`config.mk`:
```
export PLATFORM = sky130hd
export DESIGN_NAME = viterbi_ctrl_fsm
export DESIGN_NICKNAME = d
export VERILOG_FILES = /design/src/rtl/viterbi_ctrl_pkg.sv /design/src/rtl/viterbi_idx_cnt.sv /design/src/rtl/viterbi_ctrl_fsm.sv
export SDC_FILE = /design/constraint.sdc
export NUM_CORES = 1
export LEC_CHECK = 0
export BUFFER_PORTS_ARGS = -buffer_cell sky130_fd_sc_hd__buf_2
export CORE_MARGIN = 8
export CORE_UTILIZATION = 40
export CTS_CLUSTER_SIZE = 28
export DETAILED_ROUTE_END_ITERATION = 6
export PLACE_DENSITY = 0.71
export SYNTH_ARGS = -nofsm -noshare
export SYNTH_HDL_FRONTEND = slang
export SYNTH_SLANG_ARGS = --single-unit
```
`constraint.sdc`:
```
create_clock -name clk -period 1.8 [get_ports clk]
set_input_delay 0.09 -clock clk [delete_from_list [all_inputs] [get_ports clk]]
set_output_delay 0.09 -clock clk [all_outputs]
set_load 0.005 [all_outputs]
```
`src/rtl/viterbi_ctrl_pkg.sv`:
```
// Shared types for the Viterbi decoder control path: the 4-bit state encoding
// and the index-width helper used to size the trellis index.
package viterbi_ctrl_pkg;

    typedef enum logic [3:0] {
        S_IDLE      = 4'd0,
        S_INIT      = 4'd1,
        S_LOAD_PM   = 4'd2,
        S_SYM_FETCH = 4'd3,
        S_BM        = 4'd4,
        S_ACS       = 4'd5,
        S_MERGE     = 4'd6,
        S_TB_START  = 4'd7,
        S_TB_SEL    = 4'd8,
        S_TRACEBACK = 4'd9,
        S_OUTPUT    = 4'd10
    } ctrl_state_e;

    function automatic int IDX_W(input int n);
        return (n < 2) ? 1 : $clog2(n);
    endfunction

endpackage

```
`src/rtl/viterbi_idx_cnt.sv`:
```
// Trellis index and processed-symbol counter; the FSM drives clear, index
// increment, index wrap and symbol increment.
module viterbi_idx_cnt
    import viterbi_ctrl_pkg::*;
#(
    parameter int NUM_ST = 11,
    parameter int SYM_W  = 16
) (
    input  logic                     clk,
    input  logic                     rst_n,
    input  logic                     clr_i,
    input  logic                     idx_inc_i,
    input  logic                     idx_wrap_i,
    input  logic                     sym_inc_i,
    output logic [IDX_W(NUM_ST)-1:0] idx_o,
    output logic [SYM_W-1:0]         sym_cnt_o,
    output logic                     last_o
);
    localparam int IW = IDX_W(NUM_ST);

    logic [IW-1:0]    idx_q;
    logic [SYM_W-1:0] sym_q;

    always_ff @(posedge clk or negedge rst_n) begin
        if (!rst_n) begin
            idx_q <= '0;
            sym_q <= '0;
        end else if (clr_i) begin
            idx_q <= '0;
            sym_q <= '0;
        end else begin
            if (idx_wrap_i)
                idx_q <= '0;
            else if (idx_inc_i)
                idx_q <= idx_q + 1'b1;
            // Symbol count wraps naturally modulo 2^SYM_W.
            if (sym_inc_i)
                sym_q <= sym_q + 1'b1;
        end
    end

    assign last_o    = (idx_q == IW'(NUM_ST - 1));
    assign idx_o     = idx_q;
    assign sym_cnt_o = sym_q;

endmodule

```
`src/rtl/viterbi_ctrl_fsm.sv`:
```
// Registered control FSM for the Viterbi datapath (BM/ACS/traceback/output).
// Optional traceback watchdog enabled by defining VITERBI_TIMEOUT_EN.
module viterbi_ctrl_fsm
    import viterbi_ctrl_pkg::*;
#(
    parameter int NUM_ST   = 11,
    parameter int KEY_W    = 8,
    parameter int TB_DEPTH = 64,
    parameter int SYM_W    = 16,
    parameter int TIMEOUT  = 1024
) (
    input  logic                     clk,
    input  logic                     rst_n,
    input  logic                     start,
    input  logic                     error,
    input  logic                     multiple_source,
    input  logic                     endline,
    input  logic [KEY_W-1:0]         key,
    input  logic                     stack_empty,
    output logic [3:0]               state,
    output logic [IDX_W(NUM_ST)-1:0] idx,
    output logic [SYM_W-1:0]         sym_cnt,
    output logic                     busy,
    output logic                     pm_init_we,
    output logic                     acs_en,
    output logic                     tb_step,
    output logic                     stack_pop,
    output logic                     done,
    output logic                     err_abort
);
    localparam int TB_W = $clog2(TB_DEPTH + 1);

    ctrl_state_e     state_q, state_d;
    logic [TB_W-1:0] tb_cnt_q, tb_cnt_d;
    logic            cnt_clr, idx_inc, idx_wrap, sym_inc, idx_last;
    logic            key_nz, wd_hit, abort_d, done_d;

    assign key_nz = |key;

`ifdef VITERBI_TIMEOUT_EN
    localparam int WD_W = $clog2(TIMEOUT + 1);

    logic [WD_W-1:0] wd_q;
    logic            wd_run;

    assign wd_run = (state_q == S_TB_SEL) || (state_q == S_TRACEBACK) ||
                    (state_q == S_OUTPUT);
    assign wd_hit = wd_run && (wd_q == WD_W'(TIMEOUT - 1));

    always_ff @(posedge clk or negedge rst_n) begin
        if (!rst_n)
            wd_q <= '0;
        else if (state_q == S_TB_START)
            wd_q <= '0;
        else if (wd_run)
            wd_q <= wd_q + 1'b1;
    end
`else
    assign wd_hit = 1'b0;
`endif

    always_comb begin
        state_d  = state_q;
        tb_cnt_d = tb_cnt_q;
        cnt_clr  = 1'b0;
        idx_inc  = 1'b0;
        idx_wrap = 1'b0;
        sym_inc  = 1'b0;
        abort_d  = 1'b0;
        done_d   = 1'b0;
        if (wd_hit) begin
            state_d = S_IDLE;
            abort_d = 1'b1;
        end else begin
            unique case (state_q)
                S_IDLE:      if (start) state_d = S_INIT;
                S_INIT: begin
                    cnt_clr = 1'b1;
                    state_d = S_LOAD_PM;
                end
                S_LOAD_PM: begin
                    if (error) begin
                        state_d = S_IDLE;
                        abort_d = 1'b1;
                    end else if (idx_last) begin
                        idx_wrap = 1'b1;
                        state_d  = S_SYM_FETCH;
                    end else begin
                        idx_inc = 1'b1;
                    end
                end
                S_SYM_FETCH: state_d = S_BM;
                S_BM: begin
                    state_d = error ? S_IDLE : S_ACS;
                    abort_d = error;
                end
                S_ACS: begin
                    if (error) begin
                        state_d = S_IDLE;
                        abort_d = 1'b1;
                    end else if (multiple_source) begin
                        state_d = S_MERGE;
                    end else if (endline) begin
                        state_d = S_TB_START;
                    end else if (idx_last) begin
                        idx_wrap = 1'b1;
                        sym_inc  = 1'b1;
                        state_d  = S_SYM_FETCH;
                    end else begin
                        idx_inc = 1'b1;
                    end
                end
                S_MERGE: begin
                    if (idx_last) begin
                        idx_wrap = 1'b1;
                        sym_inc  = 1'b1;
                        state_d  = S_SYM_FETCH;
                    end else begin
                        idx_inc = 1'b1;
                        state_d = S_ACS;
                    end
                end
                S_TB_START: begin
                    tb_cnt_d = TB_W'(TB_DEPTH);
                    state_d  = S_TB_SEL;
                end
                S_TB_SEL:    state_d = S_TRACEBACK;
                S_TRACEBACK: begin
                    // A zero key marks the traceback origin; running out of
                    // budget before reaching it means the survivor path is bad.
                    if (!key_nz) begin
                        state_d = S_OUTPUT;
                    end else if (tb_cnt_q == '0) begin
                        state_d = S_IDLE;
                        abort_d = 1'b1;
                    end else begin
                        tb_cnt_d = tb_cnt_q - 1'b1;
                    end
                end
                S_OUTPUT: begin
                    if (stack_empty) begin
                        state_d = S_IDLE;
                        done_d  = 1'b1;
                    end
                end
                default:     state_d = S_IDLE;
            endcase
        end
    end

    always_ff @(posedge clk or negedge rst_n) begin
        if (!rst_n) begin
            state_q  <= S_IDLE;
            tb_cnt_q <= '0;
        end else begin
            state_q  <= state_d;
            tb_cnt_q <= tb_cnt_d;
        end
    end

    viterbi_idx_cnt #(
        .NUM_ST (NUM_ST),
        .SYM_W  (SYM_W)
    ) u_idx_cnt (
        .clk        (clk),
        .rst_n      (rst_n),
        .clr_i      (cnt_clr),
        .idx_inc_i  (idx_inc),
        .idx_wrap_i (idx_wrap),
        .sym_inc_i  (sym_inc),
        .idx_o      (idx),
        .sym_cnt_o  (sym_cnt),
        .last_o     (idx_last)
    );

    // done/err_abort mark the cycle in which the return to IDLE is decided.
    assign state      = state_q;
    assign busy       = (state_q != S_IDLE);
    assign pm_init_we = (state_q == S_LOAD_PM);
    assign acs_en     = (state_q == S_ACS);
    assign tb_step    = (state_q == S_TRACEBACK) && key_nz;
    assign stack_pop  = (state_q == S_OUTPUT) && !stack_empty;
    assign done       = done_d;
    assign err_abort  = abort_d;

endmodule

```
==> flow_results.xml <==
<?xml version="1.0" encoding="UTF-8"?>
<metrics>
  <group name="status">
    <metric name="status" unit="">finished with violations</metric>
    <metric name="violations" unit="">negative setup slack</metric>
  </group>
  <group name="floorplan">
    <metric name="floorplan.core_area" unit="um^2">4660</metric>
    <metric name="design.die.area" unit="um^2">7220</metric>
    <metric name="die_h" unit="um">85.0</metric>
    <metric name="num_rows" unit="">25</metric>
    <metric name="die_x" unit="um">85.0</metric>
    <metric name="effective_utilization_at_floorplan" unit="%">40.8</metric>
    <metric name="ios" unit="">46</metric>
  </group>
  <group name="drt">
    <metric name="detail_route.wirelength" unit="um">5210</metric>
    <metric name="dr_wl_cell" unit="um">15.4</metric>
    <metric name="detail-route-antenna-nets" unit="">0</metric>
    <metric name="drc_errors" unit="">0</metric>
    <metric name="drt_pass1_iterations" unit="">4</metric>
    <metric name="initialDrtViolationCount" unit="">81</metric>
    <metric name="dr_total_vias" unit="">1960</metric>
    <metric name="viasPerCell" unit="">5.78</metric>
  </group>
  <group name="finish">
    <metric name="drive_above_1_share" unit="%">36.8</metric>
    <metric name="mostFrequentLayoutCell" unit="">sky130_fd_sc_hd__buf_2</metric>
    <metric name="finalNetCount" unit="">305</metric>
    <metric name="flow.area_growth_from_synthesis" unit="%">36.5</metric>
    <metric name="layout.cell_area.non_filler" unit="um^2">2600</metric>
    <metric name="antenna-diode-count" unit="">0</metric>
    <metric name="commonest_cells_after_routing_fill_and_taps_aside" unit="">sky130_fd_sc_hd__buf_2, sky130_fd_sc_hd__dfrtp_1, sky130_fd_sc_hd__buf_4</metric>
    <metric name="finalNonFillerCells" unit="">339</metric>
  </group>
  <group name="clock_tree">
    <metric name="cts_buffers" unit="">5</metric>
    <metric name="cts.root.buffer_cell" unit="">sky130_fd_sc_hd__clkbuf_8</metric>
    <metric name="cts.sink_count" unit="">31</metric>
    <metric name="clock_network_latency_to_the_later_pin_of_the_worst_skew_pair" unit="ns">0.28</metric>
    <metric name="clock_path_buffers" unit="">2</metric>
    <metric name="cts-htree-levels" unit="">2</metric>
    <metric name="path_clk_slew" unit="ns">0.07</metric>
    <metric name="tritoncts_clock_tree" unit="">built</metric>
  </group>
  <group name="synthesis">
    <metric name="synthDominantCellAreaShare" unit="%">40.8</metric>
    <metric name="synth.yosys.warnings" unit="">0</metric>
    <metric name="biggest_area_consumer_among_synthesized_cells" unit="">sky130_fd_sc_hd__dfrtp_1</metric>
    <metric name="top_cells_by_area_synth" unit="">sky130_fd_sc_hd__dfrtp_1, sky130_fd_sc_hd__or4_1, sky130_fd_sc_hd__o31ai_1, sky130_fd_sc_hd__a21oi_1, sky130_fd_sc_hd__mux2i_1</metric>
    <metric name="ys_async_sr_fraction" unit="%">100</metric>
    <metric name="syn-mean-instance-area" unit="um^2">8.85</metric>
    <metric name="number_of_unique_standard_cell_types_used_by_synthesis" unit="">40</metric>
    <metric name="ys_seq_area_share" unit="%">40.8</metric>
    <metric name="synth_flop_cell" unit="">sky130_fd_sc_hd__dfrtp_1</metric>
    <metric name="syn-instance-count" unit="">215</metric>
    <metric name="number_of_synthesized_flops_with_an_enable_pin" unit="">0</metric>
    <metric name="syn-num-nets" unit="">235</metric>
    <metric name="post_synthesis_instance_area" unit="um^2">1900</metric>
    <metric name="number_of_storage_elements_in_the_synthesis_netlist" unit="">31</metric>
  </group>
  <group name="sta">
    <metric name="final.hold.worst_slack" unit="ns">0.244</metric>
    <metric name="layout_worst_path_cycle_share" unit="%">105</metric>
    <metric name="fin_worst_skew" unit="ns">0.00798</metric>
    <metric name="count_of_final_setup_violators" unit="">10</metric>
    <metric name="timing.final.hold_violations" unit="">0</metric>
    <metric name="post-route-worst-setup-slack" unit="ns">-0.0877</metric>
    <metric name="layout_min_cycle_time" unit="ns">1.89</metric>
    <metric name="timing.slew.headroom" unit="%">52.0</metric>
    <metric name="grt_setup_unrepaired" unit="">yes</metric>
    <metric name="max_freq" unit="MHz">530</metric>
    <metric name="worst_pin_slew" unit="ns">0.720</metric>
    <metric name="slew_violations" unit="">0</metric>
  </group>
  <group name="placed_design">
    <metric name="dpl.cell_count" unit="">323</metric>
    <metric name="dp_area" unit="um^2">2320</metric>
    <metric name="place.gp.congestion" unit="">0.828</metric>
    <metric name="place_hpwl" unit="um">3560</metric>
    <metric name="io_buffers" unit="">45</metric>
  </group>
  <group name="setup_path">
    <metric name="cp-end-kind" unit="">flop</metric>
    <metric name="cp_data_required_time" unit="ns">2.01</metric>
    <metric name="startpoint_type" unit="">flop</metric>
    <metric name="critical_path_peak_fanout" unit="">15</metric>
    <metric name="path_class" unit="">flop to flop</metric>
    <metric name="worstRegToRegCells" unit="">5</metric>
    <metric name="worstPathArrival" unit="ns">2.10</metric>
  </group>
  <group name="power">
    <metric name="power.ir.vdd_worst" unit="V">0.000672</metric>
    <metric name="pwr_density_cell" unit="nW/um^2">1010</metric>
    <metric name="p_leak" unit="nW">1.21</metric>
  </group>
  <group name="job">
    <metric name="max_cap_violations" unit="">0</metric>
  </group>
  <group name="grt">
    <metric name="grt_pass1_vias" unit="">1845</metric>
    <metric name="grt_max_degree" unit="">32</metric>
    <metric name="global_route.overflow_total" unit="">0</metric>
    <metric name="overall_track_demand_over_capacity_in_global_routing" unit="%">14.4</metric>
    <metric name="grt_antenna_before_repair" unit="">0</metric>
    <metric name="grt_first_pass_wirelength" unit="um">8670</metric>
  </group>
  <group name="worst_hold_path">
    <metric name="timing.hold.worst.class" unit="">primary input to flop</metric>
    <metric name="hold_depth" unit="">5</metric>
  </group>
</metrics>
## worst max-delay path: stages, from the launching register on
cell,delay (ns)
sky130_fd_sc_hd__dfrtp_1,0.37
sky130_fd_sc_hd__or4_1,0.39
sky130_fd_sc_hd__o22a_2,0.25
sky130_fd_sc_hd__buf_12,0.15
sky130_fd_sc_hd__or4_4,0.51
sky130_fd_sc_hd__a21oi_2,0.14
## worst paths after layout
path                                               from                                   to  slack, ns
worst min-delay path                    multiple_source                 state[0]$_DFFE_PN0P_       0.24
worst max register to register     state[3]$_DFFE_PN0P_  u_idx_cnt.sym_cnt_o[14]$_DFFE_PN0P_      -0.09
min in group asynchronous                         rst_n  u_idx_cnt.sym_cnt_o[15]$_DFFE_PN0P_       0.40
worst max-delay path               state[3]$_DFFE_PN0P_  u_idx_cnt.sym_cnt_o[14]$_DFFE_PN0P_      -0.09
worst min register to register  tb_cnt_q[0]$_DFFE_PN0P_              tb_cnt_q[0]$_DFFE_PN0P_       0.51
max in group asynchronous                         rst_n       u_idx_cnt.idx_o[2]$_DFFE_PN0P_       0.94
## flip-flops by register name, indices dropped and copies added, names as in the netlist
register,flops
u_idx_cnt.sym_cnt_o,16
u_idx_cnt.idx_o,4
tb_cnt_q,7
state,4
## what timing repair did
action                                  CTS  global route
gates resized for setup                   8            17
setup buffers                             0             7
cloned                                    0             1
hold buffers                              1             0
endpoints found under the setup margin   11            15
pin swaps                                 3            11
endpoints found under the hold margin    31             0
## cells by family after synthesis
group	synth area share (%)
multiplexers	4.21
flip-flops	40.8
adder cells (fa/ha/maj)	3.29
AND/OR/NAND/NOR	28.3
AO/OA/AOI/OAI	18.7
buffers and inverters	4.73
## report_power, final
part	switching, mW	internal (mW)
Sequential	0.138	0.821
Combinational	0.601	0.498
Clock	0.263	0.300
Total	1.00	1.62
## layout make-up
class | count | area [um^2]
timing repair buffer | 77 | 505
sequential | 31 | 776
clock inverter | 1 | 5.00
inverter | 9 | 33.8
fill | 412 | 2060
clock buffer | 6 | 82.6
multi-input combinational | 161 | 1130
tap | 54 | 67.6
## cells in the mapped netlist (3+ instances only)
master and count:
sky130_fd_sc_hd__dfrtp_1 31, sky130_fd_sc_hd__a21oi_1 17, sky130_fd_sc_hd__nand2_1 17, sky130_fd_sc_hd__or4_1 15, sky130_fd_sc_hd__o31ai_1 12, sky130_fd_sc_hd__nor2_1 11
sky130_fd_sc_hd__clkbuf_1 10, sky130_fd_sc_hd__o21ai_0 10, sky130_fd_sc_hd__inv_1 9, sky130_fd_sc_hd__nand3_1 9, sky130_fd_sc_hd__nand4_1 9, sky130_fd_sc_hd__mux2i_1 8
sky130_fd_sc_hd__nor3_1 6, sky130_fd_sc_hd__ha_1 5, sky130_fd_sc_hd__nand2b_1 4, sky130_fd_sc_hd__or3_1 4, sky130_fd_sc_hd__and2_1 3, sky130_fd_sc_hd__buf_2 3
sky130_fd_sc_hd__nand3b_1 3, sky130_fd_sc_hd__nor2b_1 3, sky130_fd_sc_hd__o211ai_1 3
## metal layers
metal,GRT usage (%),share of wire [%]
met1,17.9,47
met4,4.53,1.0
met2,22.5,46
met5,0,0
met3,5.21,6.2
## through the flow
step / worst slack (ns) / total power [mW] / TNS [ns] / utilization [%]
6_report: -0.0877 / 2.62 / -0.654 / 55.7
4_1_cts: -0.0845 / 2.57 / -0.647 / 52.7
3_3_place_gp: -0.0296 / 1.95 / -0.221 / 49.9
3_5_place_dp: -0.0701 / 1.97 / -0.454 / 49.9
2_1_floorplan: 0.0113 / 1.52 / 0 / -
5_1_grt: -0.152 / 2.81 / -1.45 / 55.7
Note: power is estimated with default switching activity, not from simulation.
